[src/rtl/div_pkg.sv]
// div_pkg: shared width defaults and FSM state encoding for the divider operand stage.
package div_pkg;
    localparam int DIV_WIDTH = 32;
    localparam int DIV_SHW   = 5;
    typedef enum logic [2:0] {
        IDLE  = 3'd0,
        SHIFT = 3'd1,
        ISSUE = 3'd2,
        WAIT  = 3'd3,
        ZERO  = 3'd4
    } state_t;
endpackage

[src/rtl/div_norm_step.sv]
// div_norm_step: one combinational normalization step of the divisor.
// DIV_NORM_FAST_EN skips a whole zero nibble at once; otherwise one bit per step.
module div_norm_step import div_pkg::*; #(
    parameter int WIDTH = DIV_WIDTH,
    parameter int SHW   = DIV_SHW
) (
    input  logic [WIDTH-1:0] nb,
    output logic [WIDTH-1:0] nb_next,
    output logic [SHW-1:0]   inc
);
`ifdef DIV_NORM_FAST_EN
    logic nib_zero;
    assign nib_zero = nb[WIDTH-1 -: 4] == 4'd0;
    assign nb_next  = nib_zero ? nb << 4 : nb << 1;
    assign inc      = nib_zero ? SHW'(4) : SHW'(1);
`else
    assign nb_next = nb << 1;
    assign inc     = SHW'(1);
`endif
endmodule

[src/rtl/div_norm_stage.sv]
// div_norm_stage: normalizes the divisor, issues a start to the divider and traps divide-by-zero.
// Optional DIV_NORM_FAST_EN (in div_norm_step) shifts four bits per cycle across zero nibbles.
module div_norm_stage import div_pkg::*; #(
    parameter int WIDTH = DIV_WIDTH,
    parameter int SHW   = DIV_SHW
) (
    input  logic             clk,
    input  logic             clr,
    input  logic [WIDTH-1:0] a,
    input  logic [WIDTH-1:0] b,
    input  logic             in_valid,
    output logic             in_ready,
    input  logic             div_busy,
    input  logic             div_ready,
    output logic [WIDTH-1:0] na,
    output logic [WIDTH-1:0] nb,
    output logic [SHW-1:0]   sh,
    output logic             start,
    output logic             dz,
    output logic             done
);
    state_t           state;
    logic [WIDTH-1:0] step_nb;
    logic [SHW-1:0]   step_inc;

    div_norm_step #(.WIDTH(WIDTH), .SHW(SHW)) u_step (
        .nb      (nb),
        .nb_next (step_nb),
        .inc     (step_inc)
    );

    assign in_ready = state == IDLE;

    always_ff @(posedge clk or posedge clr) begin
        if (clr) begin
            state <= IDLE;
            na    <= '0;
            nb    <= '0;
            sh    <= '0;
            start <= 1'b0;
            dz    <= 1'b0;
            done  <= 1'b0;
        end else begin
            start <= 1'b0;
            dz    <= 1'b0;
            done  <= 1'b0;
            case (state)
                IDLE: if (in_valid) begin
                    na <= a;
                    nb <= b;
                    sh <= '0;
                    dz <= b == '0;
                    state <= b == '0 ? ZERO : b[WIDTH-1] ? ISSUE : SHIFT;
                end
                // leave as soon as the value being written has its MSB set
                SHIFT: begin
                    nb <= step_nb;
                    sh <= sh + step_inc;
                    if (step_nb[WIDTH-1]) state <= ISSUE;
                end
                ISSUE: if (!div_busy) begin
                    start <= 1'b1;
                    state <= WAIT;
                end
                WAIT: if (div_ready) begin
                    done  <= 1'b1;
                    state <= IDLE;
                end
                default: state <= IDLE;
            endcase
        end
    end
endmodule
[config.mk]
export PLATFORM = sky130hd
export DESIGN_NAME = div_norm_stage
export DESIGN_NICKNAME = d
export VERILOG_FILES = /design/src/rtl/div_pkg.sv /design/src/rtl/div_norm_step.sv /design/src/rtl/div_norm_stage.sv
export SDC_FILE = /design/constraint.sdc
export NUM_CORES = 1
export LEC_CHECK = 0
export BUFFER_PORTS_ARGS = -buffer_cell sky130_fd_sc_hd__buf_2
export CAP_MARGIN = 0
export CORE_ASPECT_RATIO = 2
export CORE_UTILIZATION = 47
export DETAILED_ROUTE_END_ITERATION = 16
export GPL_ROUTABILITY_DRIVEN = 0
export PLACE_DENSITY = 0.84
export SLEW_MARGIN = 20
export SYNTH_ARGS = -nofsm -noshare
export SYNTH_HDL_FRONTEND = slang
export SYNTH_SLANG_ARGS = --single-unit
export TNS_END_PERCENT = 20
[constraint.sdc]
create_clock -name clk -period 2.8 [get_ports clk]
set_input_delay 0.42 -clock clk [delete_from_list [all_inputs] [get_ports clk]]
set_output_delay 0.42 -clock clk [all_outputs]
set_load 0.01 [all_outputs]
==> results.py, run 1 <==
metrics = {
    "yosys": {
        "yosysWarnings": 0,
        "syn_area_per_cell_sq_um": 9.83,
        "synth_edf_count": 0,
        "synth-seq-cells": 75,
        "syn_nets": 405,
        "ys.flop_type": "dfrtp_1",
        "synth.distinct_cells": 28,
        "yosysTopAreaCell": "dfrtp_1",
        "synth_top_cell_area_share_pct": 57.0,
        "synth_common_cells": "nand2_1, dfrtp_1, o21ai_1",
        "synth.most_common_cell": "nand2_1",
        "synth.area.top_cells": "dfrtp_1, nand2_1, mux2i_1",
        "synth-async-reset-ratio_pct": 100,
        "synthCells": 335,
        "yosysSeqAreaShare_pct": 57.0,
        "syn_area_sq_mm": 0.00329,
    },
    "worst_setup_path": {
        "crit_fanout": 21,
        "worstSetupPathType": "reg2reg",
        "critPathBufInv": 0,
        "slowest_stage": "nor3b_4",
        "slowest_delay_ns": 0.74,
        "cp_cell_sequence": "nor3b_4 -> nor2_1 -> mux2_2",
        "worstPathArrival_ns": 2.12,
        "crit_family": "simple AND/OR/NAND/NOR gates",
        "start_kind": "flip-flop",
        "cp-end-kind": "flip-flop",
        "required_ns": 3.01,
    },
    "final_layout": {
        "nets": 542,
        "syn_to_final_growth_pct": 31.9,
        "drive_gt1_share_pct": 34.8,
        "final_area_sq_mm": 0.00434,
        "n_antenna_cell": 0,
    },
    "clock_tree": {
        "cts_max_path_buffers": 2,
        "cts_resized": 0,
        "htree_levels": 3,
        "clkTransAtPathRegs_ns": 0.06,
        "cts_buffers": 9,
        "root_buffer": "clkbuf_16",
        "clk_latency_ns": 0.33,
        "cts_sinks": 75,
        "cts_tree": "yes",
        "post_cts_buffers": 0,
        "ctsHoldBuffers": 0,
    },
    "sta": {
        "finClkSkew_ns": 0.00510,
        "worstMarginPinSlew_ns": 0.790,
        "setup_violations": 0,
        "maxSlewViolCount": 0,
        "max_slew_margin_pct": 47.3,
        "hold_viol": 0,
        "fmax_ghz": 0.526,
        "period_share_pct": 67.9,
        "period_needed_ns": 1.90,
        "timing.hold.ws_ns": 0.198,
        "setup_ws_ns": 0.900,
        "finalSetupTns_ns": 0,
        "rsz0062_at_grt": "false",
    },
    "route": {
        "drt_iter0_drc": 106,
        "drt_pass1_iterations": 6,
        "ant_nets": 0,
        "vias": 2883,
        "via_per_inst": 5.10,
        "wl_per_cell_um": 13.9,
        "drc_errors": 0,
        "drt_wl_total_mm": 7.83,
    },
    "floorplan": {
        "die_w_um": 61.2,
        "start_util_pct": 49.4,
        "die_area_sq_mm": 0.00737,
        "die_y_um": 120,
        "pin_count": 142,
        "coreArea_sq_mm": 0.00667,
        "rows": 42,
    },
    "hold_path": {
        "hold_class": "in2async",
    },
    "global_route": {
        "grt_util_all_layers_pct": 22.6,
        "antenna_found_initial": 0,
        "grt_pass1_wl_mm": 12.1,
        "grt_overflow_total": 0,
        "grt_start_max_net_pins": 52,
        "grt_pass1_vias": 2802,
    },
    "run": {
        "drv_cap": 0,
    },
    "power": {
        "irDropWorstVdd_v": 0.000607,
        "leakage_nw": 2.23,
        "power_density_mw_per_mm2": 1120,
    },
    "place": {
        "dp_slack_ns": 0.906,
        "numPortBuffers": 141,
        "hpwl_mm": 5.83,
        "placed_area_sq_mm": 0.00403,
    },
    "status": {
        "run_status": "finished, final reports clean",
    },
}
-- registers in the layout, indices dropped and copies added, names as in the netlist --
| signal | count |
|---|---|
| state | 3 |
| start | 1 |
| dz | 1 |
| na | 32 |
| done | 1 |
| nb | 32 |
| sh | 5 |
-- metal layers --
layer  GRT usage [%]  wire, um
met1            21.9      2760
met2            40.3      4370
met3            5.35       408
met4            13.8       297
met5               0         0
-- worst paths after layout --
| kind | startpoint | to | slack [ns] | cells after the start |
|---|---|---|---|---|
| setup / recovery | state[0] | sh[0] | 0.90 | 3 |
| hold / removal | clr | nb[9] | 0.20 | 2 |
| setup reg to reg | state[0] | sh[0] | 0.90 | 3 |
| hold reg to reg | na[0] | na[0] | 0.47 | 2 |
| max in group asynchronous | clr | na[28] | 1.92 | 3 |
| min in group clk | a[6] | na[6] | 0.28 | 3 |
-- cells by family after synthesis --
family          after synthesis  share of synthesized area (%)
compound gates               44                           7.14
xor+xnor                      2                          0.532
fa+ha+maj                     1                          0.380
buf+inv                      22                           4.56
flops                        75                           57.0
mux                          33                           10.1
simple gates                158                           20.4
-- stage by stage --
step                std cells  utilization (%)  power (W)
finish                    565             65.1    0.00487
global route              565             65.1    0.00521
CTS                       565             65.1    0.00492
detailed placement        549             60.4    0.00373
global placement          549             60.4    0.00365
floorplan                 335                -    0.00301
-- final cells by class --
type	count	area (sq um)
flip-flops and latches	75	1880
repair buffers	146	768
clock buffers	12	267
fillers	567	2330
inverters	2	7.51
clock inverters	4	47.5
well taps	88	110
multi-input cells	238	1270
-- power by group --
group / switching, W / leakage [nW] / total [W] / internal (W)
Combinational: 0.000989 / 1.13 / 0.00176 / 0.000766
Clock: 0.000417 / 0.155 / 0.00118 / 0.000758
Sequential: 0.000366 / 0.942 / 0.00194 / 0.00157
Total: 0.00177 / 2.23 / 0.00487 / 0.00310
-- layout by cell type, fill, tap and decap left out, drive strengths merged --
cell | Yosys | layout
nand2b | 1 | 1
nor3b | 2 | 2
clkbuf | 8 | 12
mux2i | 32 | 32
mux2 | 1 | 1
nor2 | 2 | 2
nor4b | 1 | 1
nand3 | 2 | 2
nand4 | 2 | 2
o21ai | 37 | 37
ha | 1 | 1
a21oi | 2 | 2
nand2 | 134 | 134
clkinvlp | 0 | 1
nor4 | 8 | 8
inv | 2 | 2
clkinv | 0 | 2
dfrtp | 75 | 75
a211oi | 2 | 2
o211ai | 1 | 1
nor3 | 5 | 5
nor2b | 1 | 1
xnor2 | 2 | 2
bufinv | 0 | 1
buf | 12 | 146
a22o | 2 | 2
(Power assumes the default switching activity.)
==> run 2: changes to the inputs <==
--- a/config.mk
+++ b/config.mk
@@ -5,6 +5,7 @@
 export SDC_FILE = /design/constraint.sdc
 export NUM_CORES = 1
 export LEC_CHECK = 0
+export ABC_AREA = 1
 export BUFFER_PORTS_ARGS = -buffer_cell sky130_fd_sc_hd__buf_2
 export CAP_MARGIN = 0
 export CORE_ASPECT_RATIO = 2
==> constraint.sdc (replaced) <==
create_clock -name clk -period 1.95 [get_ports clk]
set_input_delay 0.2925 -clock clk [delete_from_list [all_inputs] [get_ports clk]]
set_output_delay 0.2925 -clock clk [all_outputs]
set_load 0.01 [all_outputs]
==> results.py, run 2 <==
metrics = {
    "clock_tree": {
        "clk_latency_ns": 0.33,
        "cts_sinks": 75,
        "post_cts_buffers": 0,
        "clkTransAtPathRegs_ns": 0.06,
        "htree_levels": 3,
        "root_buffer": "clkbuf_16",
        "cts_buffers": 9,
        "ctsHoldBuffers": 0,
        "cts_max_path_buffers": 2,
        "cts_tree": "yes",
        "cts_resized": 0,
    },
    "global_route": {
        "grt_pass1_vias": 3098,
        "grt_start_max_net_pins": 52,
        "antenna_found_initial": 0,
        "grt_pass1_wl_mm": 13.0,
        "grt_overflow_total": 0,
        "grt_util_all_layers_pct": 23.8,
    },
    "worst_setup_path": {
        "worstPathArrival_ns": 1.36,
        "crit_fanout": 5,
        "required_ns": 1.66,
        "worstSetupPathType": "reg2out",
        "start_kind": "flip-flop",
        "r2r_cells": 6,
        "cp-end-kind": "output port",
    },
    "yosys": {
        "synthXorXnorAreaFrac_pct": 0.531,
        "synth.most_common_cell": "nand2_1",
        "yosysTopAreaCell": "dfrtp_1",
        "synth-async-reset-ratio_pct": 100,
        "synth.area.top_cells": "dfrtp_1, nand2_1, nand3_1",
        "synth-seq-cells": 75,
        "yosys.area_share.simple_pct": 35.1,
        "syn_area_sq_mm": 0.00330,
        "yosysWarnings": 0,
        "synth_mux_area_share_pct": 0,
        "syn_nets": 464,
        "synth_common_cells": "nand2_1, dfrtp_1, nand3_1",
        "syn_area_per_cell_sq_um": 8.38,
        "synth_edf_count": 0,
        "synth_compound_area_share_pct": 2.54,
        "synthCells": 394,
        "synth_top_cell_area_share_pct": 56.8,
        "ys.flop_type": "dfrtp_1",
        "yosysSeqAreaShare_pct": 56.8,
        "synthAdderAreaFrac_pct": 0.379,
        "synth.distinct_cells": 26,
        "synth_top_family_by_area": "simple AND/OR/NAND/NOR gates",
    },
    "final_layout": {
        "final_cell_mix": "nand2_1, buf_2, dfrtp_1",
        "fin_util_pct": 65.3,
        "largest_registers": "na (32), nb (32), sh (5)",
        "nFillCells": 578,
        "n_antenna_cell": 0,
        "final_area_sq_mm": 0.00439,
        "nets": 604,
        "final_common_cell": "nand2_1",
        "drive_gt1_share_pct": 32.5,
        "syn_to_final_growth_pct": 33.0,
        "final_cells": 627,
    },
    "sta": {
        "maxSlewViolCount": 0,
        "finClkSkew_ns": 0.00451,
        "finalSetupTns_ns": 0,
        "period_share_pct": 84.7,
        "fmax_ghz": 0.606,
        "rsz0062_at_grt": "false",
        "period_needed_ns": 1.65,
        "hold_viol": 0,
        "setup_violations": 0,
        "worstMarginPinSlew_ns": 0.560,
        "max_slew_margin_pct": 62.6,
    },
    "run": {
        "drv_cap": 0,
    },
    "floorplan": {
        "rows": 42,
        "coreArea_sq_mm": 0.00673,
        "die_w_um": 61.3,
        "start_util_pct": 49.1,
        "die_y_um": 121,
        "pin_count": 142,
        "die_area_sq_mm": 0.00738,
    },
    "power": {
        "leakage_nw": 2.43,
        "power_density_mw_per_mm2": 1650,
        "fin_total_pwr_w": 0.00723,
        "irDropWorstVdd_v": 0.00108,
    },
    "place": {
        "placed_area_sq_mm": 0.00407,
        "numPortBuffers": 141,
        "hpwl_mm": 6.00,
        "dp_cells": 611,
    },
    "route": {
        "drt_wl_total_mm": 8.21,
        "via_per_inst": 5.07,
        "vias": 3179,
        "drt_pass1_iterations": 5,
        "drt_iter0_drc": 161,
        "drc_errors": 0,
        "ant_nets": 0,
        "wl_per_cell_um": 13.1,
    },
    "status": {
        "run_status": "finished, final reports clean",
    },
    "hold_path": {
        "hold_class": "in2async",
    },
}
==> run 2: changes by cell type after synthesis, moves of 3 or more <==
cell      before  now
nand2_1      134  178
buf_4          3    0
inv_2          0    4
nor4_1         8    1
nor2_1         2   24
nand3_1        2   61
o21ai_1       35    3
mux2i_1       32    0
clkbuf_1       8    4
buf_2          3   11
==> run 2: final cells by class <==
| type | count | area, sq um | area share (%) |
|---|---|---|---|
| clock inverter | 6 | 90.1 | 2.05 |
| tap | 88 | 110 | 2.51 |
| sequential | 75 | 1880 | 42.7 |
| inverter | 9 | 40.0 | 0.912 |
| timing repair buffer | 148 | 771 | 17.6 |
| multi-input combinational | 291 | 1270 | 29.0 |
| clock buffer | 10 | 229 | 5.22 |
==> run 2: power breakdown <==
group	total (W)	switching, W	internal, W
combinational	0.00280	0.00173	0.00107
sequential	0.00269	0.000460	0.00223
clock	0.00174	0.000618	0.00112
total	0.00723	0.00281	0.00442
==> run 2: path summary, 6_finish.rpt <==
check / start / endpoint / slack [ns]
setup / recovery: state[2] / in_ready / 0.30
hold / removal: clr / state[2] / 0.02
setup reg to reg: state[1] / state[0] / 0.32
hold reg to reg: na[23] / na[23] / 0.47
max in group asynchronous: clr / nb[12] / 1.32
min in group clk: div_busy / start / 0.14
==> run 2: logic make-up (layout without fill, tap and decap cells) <==
kind of cell             Yosys count  count (layout)
flip-flops                        75              75
AO/OA/AOI/OAI                     13              13
adder cells (fa/ha/maj)            1               1
buffers and inverters             28             173
AND/OR/NAND/NOR                  275             275
XOR/XNOR                           2               2
==> run 2: stage by stage <==
step	hold slack, ns	setup WS, ns
6_report	0.0192	0.299
5_1_grt	0.0552	0.206
4_1_cts	0.0277	0.294
3_5_place_dp	0.387	0.342
3_3_place_gp	0.368	0.408
2_1_floorplan	0.363	0.516
==> run 2: worst max-delay path, cell delays in order (launching register included) <==
cell,delay (ns)
dfrtp_1,0.42
inv_2,0.09
nand2_2,0.10
nor2_2,0.22
buf_2,0.19
==> run 2: layer usage <==
layer / vias to the layer above / part of all wire, % / GRT usage, %
met1: 1490 / 38 / 24.9
li1: 1541 / - / -
met2: 123 / 53 / 40.6
met5: - / 0 / 0
met4: 0 / 3.5 / 13.2
met3: 25 / 5.3 / 6.74
